==> src/rtl/pipe_pkg.sv <==
// Shared definitions for the pipelined CPU data-memory arbiter:
// FSM state encoding, starvation default and burst cap.
package pipe_pkg;

  localparam int unsigned STARVE_MAX_DEF = 4;
  localparam int unsigned BURST_MAX      = 16;

  typedef enum logic [1:0] {
    ARB       = 2'd0,
    EXT_ACK   = 2'd1,
    EXT_BURST = 2'd2
  } arb_state_e;

endpackage

==> src/rtl/pipe_dmem_mux.sv <==
// Grant-controlled steering of the single RAM port between the MEM stage
// and the external requester; carries no state.
module pipe_dmem_mux #(
  parameter int unsigned ADDR_W = 32,
  parameter int unsigned DATA_W = 32
) (
  input  logic              ext_sel_i,
  input  logic              we_en_i,
  input  logic              cpu_we_i,
  input  logic [ADDR_W-1:0] cpu_addr_i,
  input  logic [DATA_W-1:0] cpu_wdata_i,
  input  logic              ext_we_i,
  input  logic [ADDR_W-1:0] ext_addr_i,
  input  logic [DATA_W-1:0] ext_wdata_i,
  output logic              mem_we_o,
  output logic [ADDR_W-1:0] mem_addr_o,
  output logic [DATA_W-1:0] mem_wdata_o
);

  // Address and data follow the CPU whenever the external side is not granted,
  // including idle cycles; only the write enable is qualified.
  assign mem_addr_o  = ext_sel_i ? ext_addr_i  : cpu_addr_i;
  assign mem_wdata_o = ext_sel_i ? ext_wdata_i : cpu_wdata_i;
  assign mem_we_o    = we_en_i & (ext_sel_i ? ext_we_i : cpu_we_i);

endmodule

==> src/rtl/pipe_dmem_arbiter.sv <==
// Data-RAM arbiter between the MEM stage and an external port, with bounded
// starvation. Define PIPE_DMEM_ARB_LOCK_EN to add locked external bursts (ext_lock).
module pipe_dmem_arbiter
  import pipe_pkg::*;
#(
  parameter int unsigned ADDR_W     = 32,
  parameter int unsigned DATA_W     = 32,
  parameter int unsigned STARVE_MAX = STARVE_MAX_DEF
) (
  input  logic              clock,
  input  logic              reset,
  input  logic              cpu_req,
  input  logic              cpu_we,
  input  logic [ADDR_W-1:0] cpu_addr,
  input  logic [DATA_W-1:0] cpu_wdata,
  output logic [DATA_W-1:0] cpu_rdata,
  output logic              cpu_stall,
  input  logic              ext_req,
  input  logic              ext_we,
  input  logic [ADDR_W-1:0] ext_addr,
  input  logic [DATA_W-1:0] ext_wdata,
`ifdef PIPE_DMEM_ARB_LOCK_EN
  input  logic              ext_lock,
`endif
  output logic              ext_gnt,
  output logic              ext_done,
  output logic [DATA_W-1:0] ext_rdata,
  output logic              mem_we,
  output logic [ADDR_W-1:0] mem_addr,
  output logic [DATA_W-1:0] mem_wdata,
  input  logic [DATA_W-1:0] mem_rdata
);

  localparam logic [3:0] STARVE_LIM = 4'(STARVE_MAX);

  arb_state_e        state_q, state_d;
  logic [3:0]        starve_q, starve_d;
  logic              ext_done_q;
  logic [DATA_W-1:0] ext_rdata_q;
  logic              grant_ext;
  logic              mem_en;

`ifdef PIPE_DMEM_ARB_LOCK_EN
  localparam logic [4:0] BEAT_LIM = 5'(BURST_MAX);
  logic [4:0] beat_q, beat_d;
`endif

  // NOTE: every signal written here gets a default first, so no latch is inferred.
  always_comb begin
    state_d   = state_q;
    starve_d  = starve_q;
    grant_ext = 1'b0;
`ifdef PIPE_DMEM_ARB_LOCK_EN
    beat_d    = beat_q;
`endif
    unique case (state_q)
      ARB: begin
        if (ext_req && (!cpu_req || starve_q == STARVE_LIM)) begin
          grant_ext = 1'b1;
`ifdef PIPE_DMEM_ARB_LOCK_EN
          state_d   = ext_lock ? EXT_BURST : EXT_ACK;
          beat_d    = 5'd1;
`else
          state_d   = EXT_ACK;
`endif
        end else if (ext_req && cpu_req) begin
          // The grant branch above takes the saturated case, so this never wraps.
          starve_d = starve_q + 4'd1;
        end
      end
      EXT_ACK: state_d = ARB;
`ifdef PIPE_DMEM_ARB_LOCK_EN
      EXT_BURST: begin
        if (ext_req && ext_lock) begin
          grant_ext = 1'b1;
          beat_d    = beat_q + 5'd1;
          if (beat_q + 5'd1 == BEAT_LIM) state_d = EXT_ACK;
        end else begin
          state_d = EXT_ACK;
        end
      end
`endif
      default: state_d = ARB;
    endcase
    if (grant_ext || !ext_req) starve_d = '0;
    // A grant seen while reset is high would be lost anyway; hide it.
    if (reset) grant_ext = 1'b0;
  end

  // NOTE: non-blocking assignments so every register updates from pre-edge values.
  always_ff @(posedge clock) begin
    if (reset) begin
      state_q     <= ARB;
      starve_q    <= '0;
      ext_done_q  <= 1'b0;
      ext_rdata_q <= '0;
`ifdef PIPE_DMEM_ARB_LOCK_EN
      beat_q      <= '0;
`endif
    end else begin
      state_q    <= state_d;
      starve_q   <= starve_d;
      ext_done_q <= grant_ext;
      if (grant_ext) ext_rdata_q <= mem_rdata;
`ifdef PIPE_DMEM_ARB_LOCK_EN
      beat_q     <= beat_d;
`endif
    end
  end

  assign mem_en    = !reset && (grant_ext || cpu_req);
  assign ext_gnt   = grant_ext;
  assign cpu_stall = grant_ext & cpu_req;
  assign ext_done  = ext_done_q;
  assign ext_rdata = ext_rdata_q;
  assign cpu_rdata = mem_rdata;

  pipe_dmem_mux #(
    .ADDR_W (ADDR_W),
    .DATA_W (DATA_W)
  ) u_mux (
    .ext_sel_i   (grant_ext),
    .we_en_i     (mem_en),
    .cpu_we_i    (cpu_we),
    .cpu_addr_i  (cpu_addr),
    .cpu_wdata_i (cpu_wdata),
    .ext_we_i    (ext_we),
    .ext_addr_i  (ext_addr),
    .ext_wdata_i (ext_wdata),
    .mem_we_o    (mem_we),
    .mem_addr_o  (mem_addr),
    .mem_wdata_o (mem_wdata)
  );

endmodule

==> config.mk <==
export PLATFORM = sky130hd
export DESIGN_NAME = pipe_dmem_arbiter
export DESIGN_NICKNAME = d
export VERILOG_FILES = /design/src/rtl/pipe_pkg.sv /design/src/rtl/pipe_dmem_mux.sv /design/src/rtl/pipe_dmem_arbiter.sv
export SDC_FILE = /design/constraint.sdc
export NUM_CORES = 1
export LEC_CHECK = 0
export BUFFER_PORTS_ARGS = -buffer_cell sky130_fd_sc_hd__buf_2
export CORE_AREA = 10 10 108 110
export CTS_CLUSTER_SIZE = 30
export DETAILED_ROUTE_END_ITERATION = 7
export DIE_AREA = 0 0 118 120
export PLACE_DENSITY_LB_ADDON = 0.08
export SYNTH_ARGS = -nofsm -noshare
export SYNTH_HDL_FRONTEND = slang
export SYNTH_SLANG_ARGS = --single-unit
==> constraint.sdc <==
create_clock -name clock -period 2.5 [get_ports clock]
set_input_delay 0.375 -clock clock [delete_from_list [all_inputs] [get_ports clock]]
set_output_delay 0.375 -clock clock [all_outputs]
set_load 0.05 [all_outputs]
==> metrics.yaml <==
drv_slew: 0
p_comb_frac: 0.473
stdcell_area_um2: 4560
power.density_nw_per_um2: 487
syn_area_um2: 2630
grt_pass1_vias: 3096
final_cell_mix: "buf_2, nand2_1, mux2_4"
ff2ff_path_depth: 8
critPathKind: "flip-flop to output port"
cp.arrival_ps: 2060
tritoncts: "built"
synth_top_cell_area_share: 0.290
fillers: 985
crit_required_ps: 2120
die_w_um: 118
power.leakage_nw: 2.38
setup_viol: 0
power_frac_seq: 0.289
fin_ws_ps: 65.7
cp-start-kind: "flip-flop"
place_ws_ps: 209
fin_setup_tns_ps: 0
synth_nets: 448
cp-end-kind: "output port"
antenna_found_initial: 2
synth_cells: 280
fp.coreArea_um2: 9550
first_iter_violations: 99
ys_types: 23
cts_buffers: 5
cts_root_buf: "clkbuf_8"
grt_overflow: 0
hpwl_um: 10600
placementRows: 36
wirelength_um: 13000
clkTransAtPathRegs_ps: 80
ant_nets: 0
ioPinCount: 298
run_status: "complete, no violations"
io_buffers: 297
rsz0062_at_grt: "yes"
p_int_mw: 1.33
htreeDepth: 2
relSlewSlack: 0.731
setup.worst_path.start: "starve_q[0]$_SDFFE_PP0P_"
worstPathMaxFanout: 9
gp_congestion: 0.833
hold_class: "input pin to flip-flop"
avgSynthCellArea_um2: 9.38
tightest_slew_ps: 403
whs_ps: 328
yosys.area.top_type: "dfxtp_1"
grt_pass1_wl_um: 18900
drcViolationCount: 0
synth-seq-area-share: 0.290
grt_start_max_net_pins: 38
initial_core_util: 0.275
vias: 2920
skew_ps: 13.1
die_area_um2: 14200
post-route-period-util: 0.974
ys_warn_count: 0
p_clk_frac: 0.238
wl_per_cell_um: 19.0
final_layout_size_suffix_gt1_frac: 0.711
fin_util: 0.477
layout_min_cycle_time_ps: 2430
holdCritStartpoint: "mem_rdata[29]"
die_h_um: 120
hold_viol: 0
cap_violations: 0
netlist_top_cells_area: "dfxtp_1, mux2_4, buf_4"
drt_pass1_iterations: 4
max-vdd-ir-drop_uv: 265
r2r-end: "ext_rdata[22]$_SDFFE_PP0N_"
endpoint: "mem_addr[9]"
clk_latency_ps: 290
placed_area_um2: 4000
ys_ff_latch: 38
p_switching_uw: 890
grt.total_usage: 0.166
worstReg2RegStart: "starve_q[0]$_SDFFE_PP0P_"
r2r_setup_slack_ps: 770
layout_commonest_cell: "buf_2"
cts_buffer_depth: 2
cts.sinks: 38
area_growth_pct: 73.5
viasPerCell: 4.26
switching_share: 0.401
fin_nets: 719
fmax_ghz: 0.411
==> synth_stat cells <==
cell type and number:
nand2_1 66, mux2_4 49, dfxtp_1 38, buf_4 35, a21oi_1 34, mux2_2 15, buf_6 6, nor2_1 6
buf_2 5, clkbuf_1 5, inv_1 3, xnor2_1 3, ha_1 2, nand3_1 2, nand3b_1 2, nor3_1 2
and3b_1 1, nor2_2 1, nor2b_1 1, nor3b_1 1, o21a_1 1, o21ai_0 1, o21ai_2 1
==> logic make-up (layout without fill, tap and decap cells) <==
group                    count (synthesis)  count (layout)  share of synthesized area
XOR/XNOR                                 3               3                     0.0100
flip-flops                              38              38                      0.290
buffers and inverters                   54             325                      0.147
other                                    0               1                          0
adder cells (fa/ha/maj)                  2               2                    0.00952
multiplexers                            64              64                      0.344
AND/OR/NAND/NOR                         82              82                      0.127
AO/OA/AOI/OAI                           37              37                     0.0729
==> power groups by stage <==
stage	sequential [mW]	clock (mW)	combinational, mW
final	0.642	0.528	1.05
after global routing	0.646	0.575	1.10
after CTS	0.642	0.550	1.04
after detailed placement	0.657	0	0.963
after global placement	0.655	0	0.960
after floorplan	0.741	0	0.629
==> sequential cells by signal (all words and copies together), names as in the netlist <==
signal / cells
state_q: 1
starve_q: 4
ext_done: 1
ext_rdata: 32
==> worst min-delay path by stage <==
stage                            endpoint  cells past startpoint
6_report       ext_rdata[29]$_SDFFE_PP0N_                      3
5_1_grt        ext_rdata[18]$_SDFFE_PP0N_                      3
4_1_cts         ext_rdata[1]$_SDFFE_PP0N_                      3
3_5_place_dp   ext_rdata[19]$_SDFFE_PP0N_                      2
3_3_place_gp   ext_rdata[30]$_SDFFE_PP0N_                      2
2_1_floorplan    starve_q[3]$_SDFFE_PP0P_                      2
==> stage by stage <==
step / cells / power, mW
2_1_floorplan: 280 / 1.37
3_3_place_gp: 665 / 1.61
3_5_place_dp: 665 / 1.62
4_1_cts: 684 / 2.23
6_report: 685 / 2.22
5_1_grt: 685 / 2.32
==> critical path: stages (launching register included) <==
cell       delay [ps]
dfxtp_2           320
inv_1              40
ha_1              180
and3b_2           210
o21ai_4           160
nor2_4             70
buf_6             130
clkbuf_16         160
mux2_4            290
buf_2             210
==> cell type report <==
cell class / instances / area [um2] / share of cell area
multi-input combinational: 188 / 1500 / 0.330
clock inverter: 1 / 30.0 / 0.00659
inverter: 3 / 11.3 / 0.00247
sequential: 38 / 763 / 0.167
antenna: 1 / 2.50 / 0.000549
timing repair buffer: 315 / 2000 / 0.438
clock buffer: 6 / 82.6 / 0.0181
tap: 133 / 166 / 0.0365
==> metal layers <==
layer	share of wire	wire length [um]	GRT usage	up-vias
met5	0.0010	13	0	-
met1	0.37	4770	0.172	1338
met4	0.0039	51	0.0278	2
met3	0.084	1100	0.0661	6
met2	0.54	7060	0.314	133
li1	-	-	-	1441
==> what timing repair did <==
action                                  in CTS  in global routing
setup buffers                                9                  0
hold buffers                                 0                  0
resized for setup                           63                 46
cloned                                       3                  2
pin swaps                                    3                  2
endpoints found under the setup margin      65                 47
No activity file was read; power rests on OpenSTA's default activity.
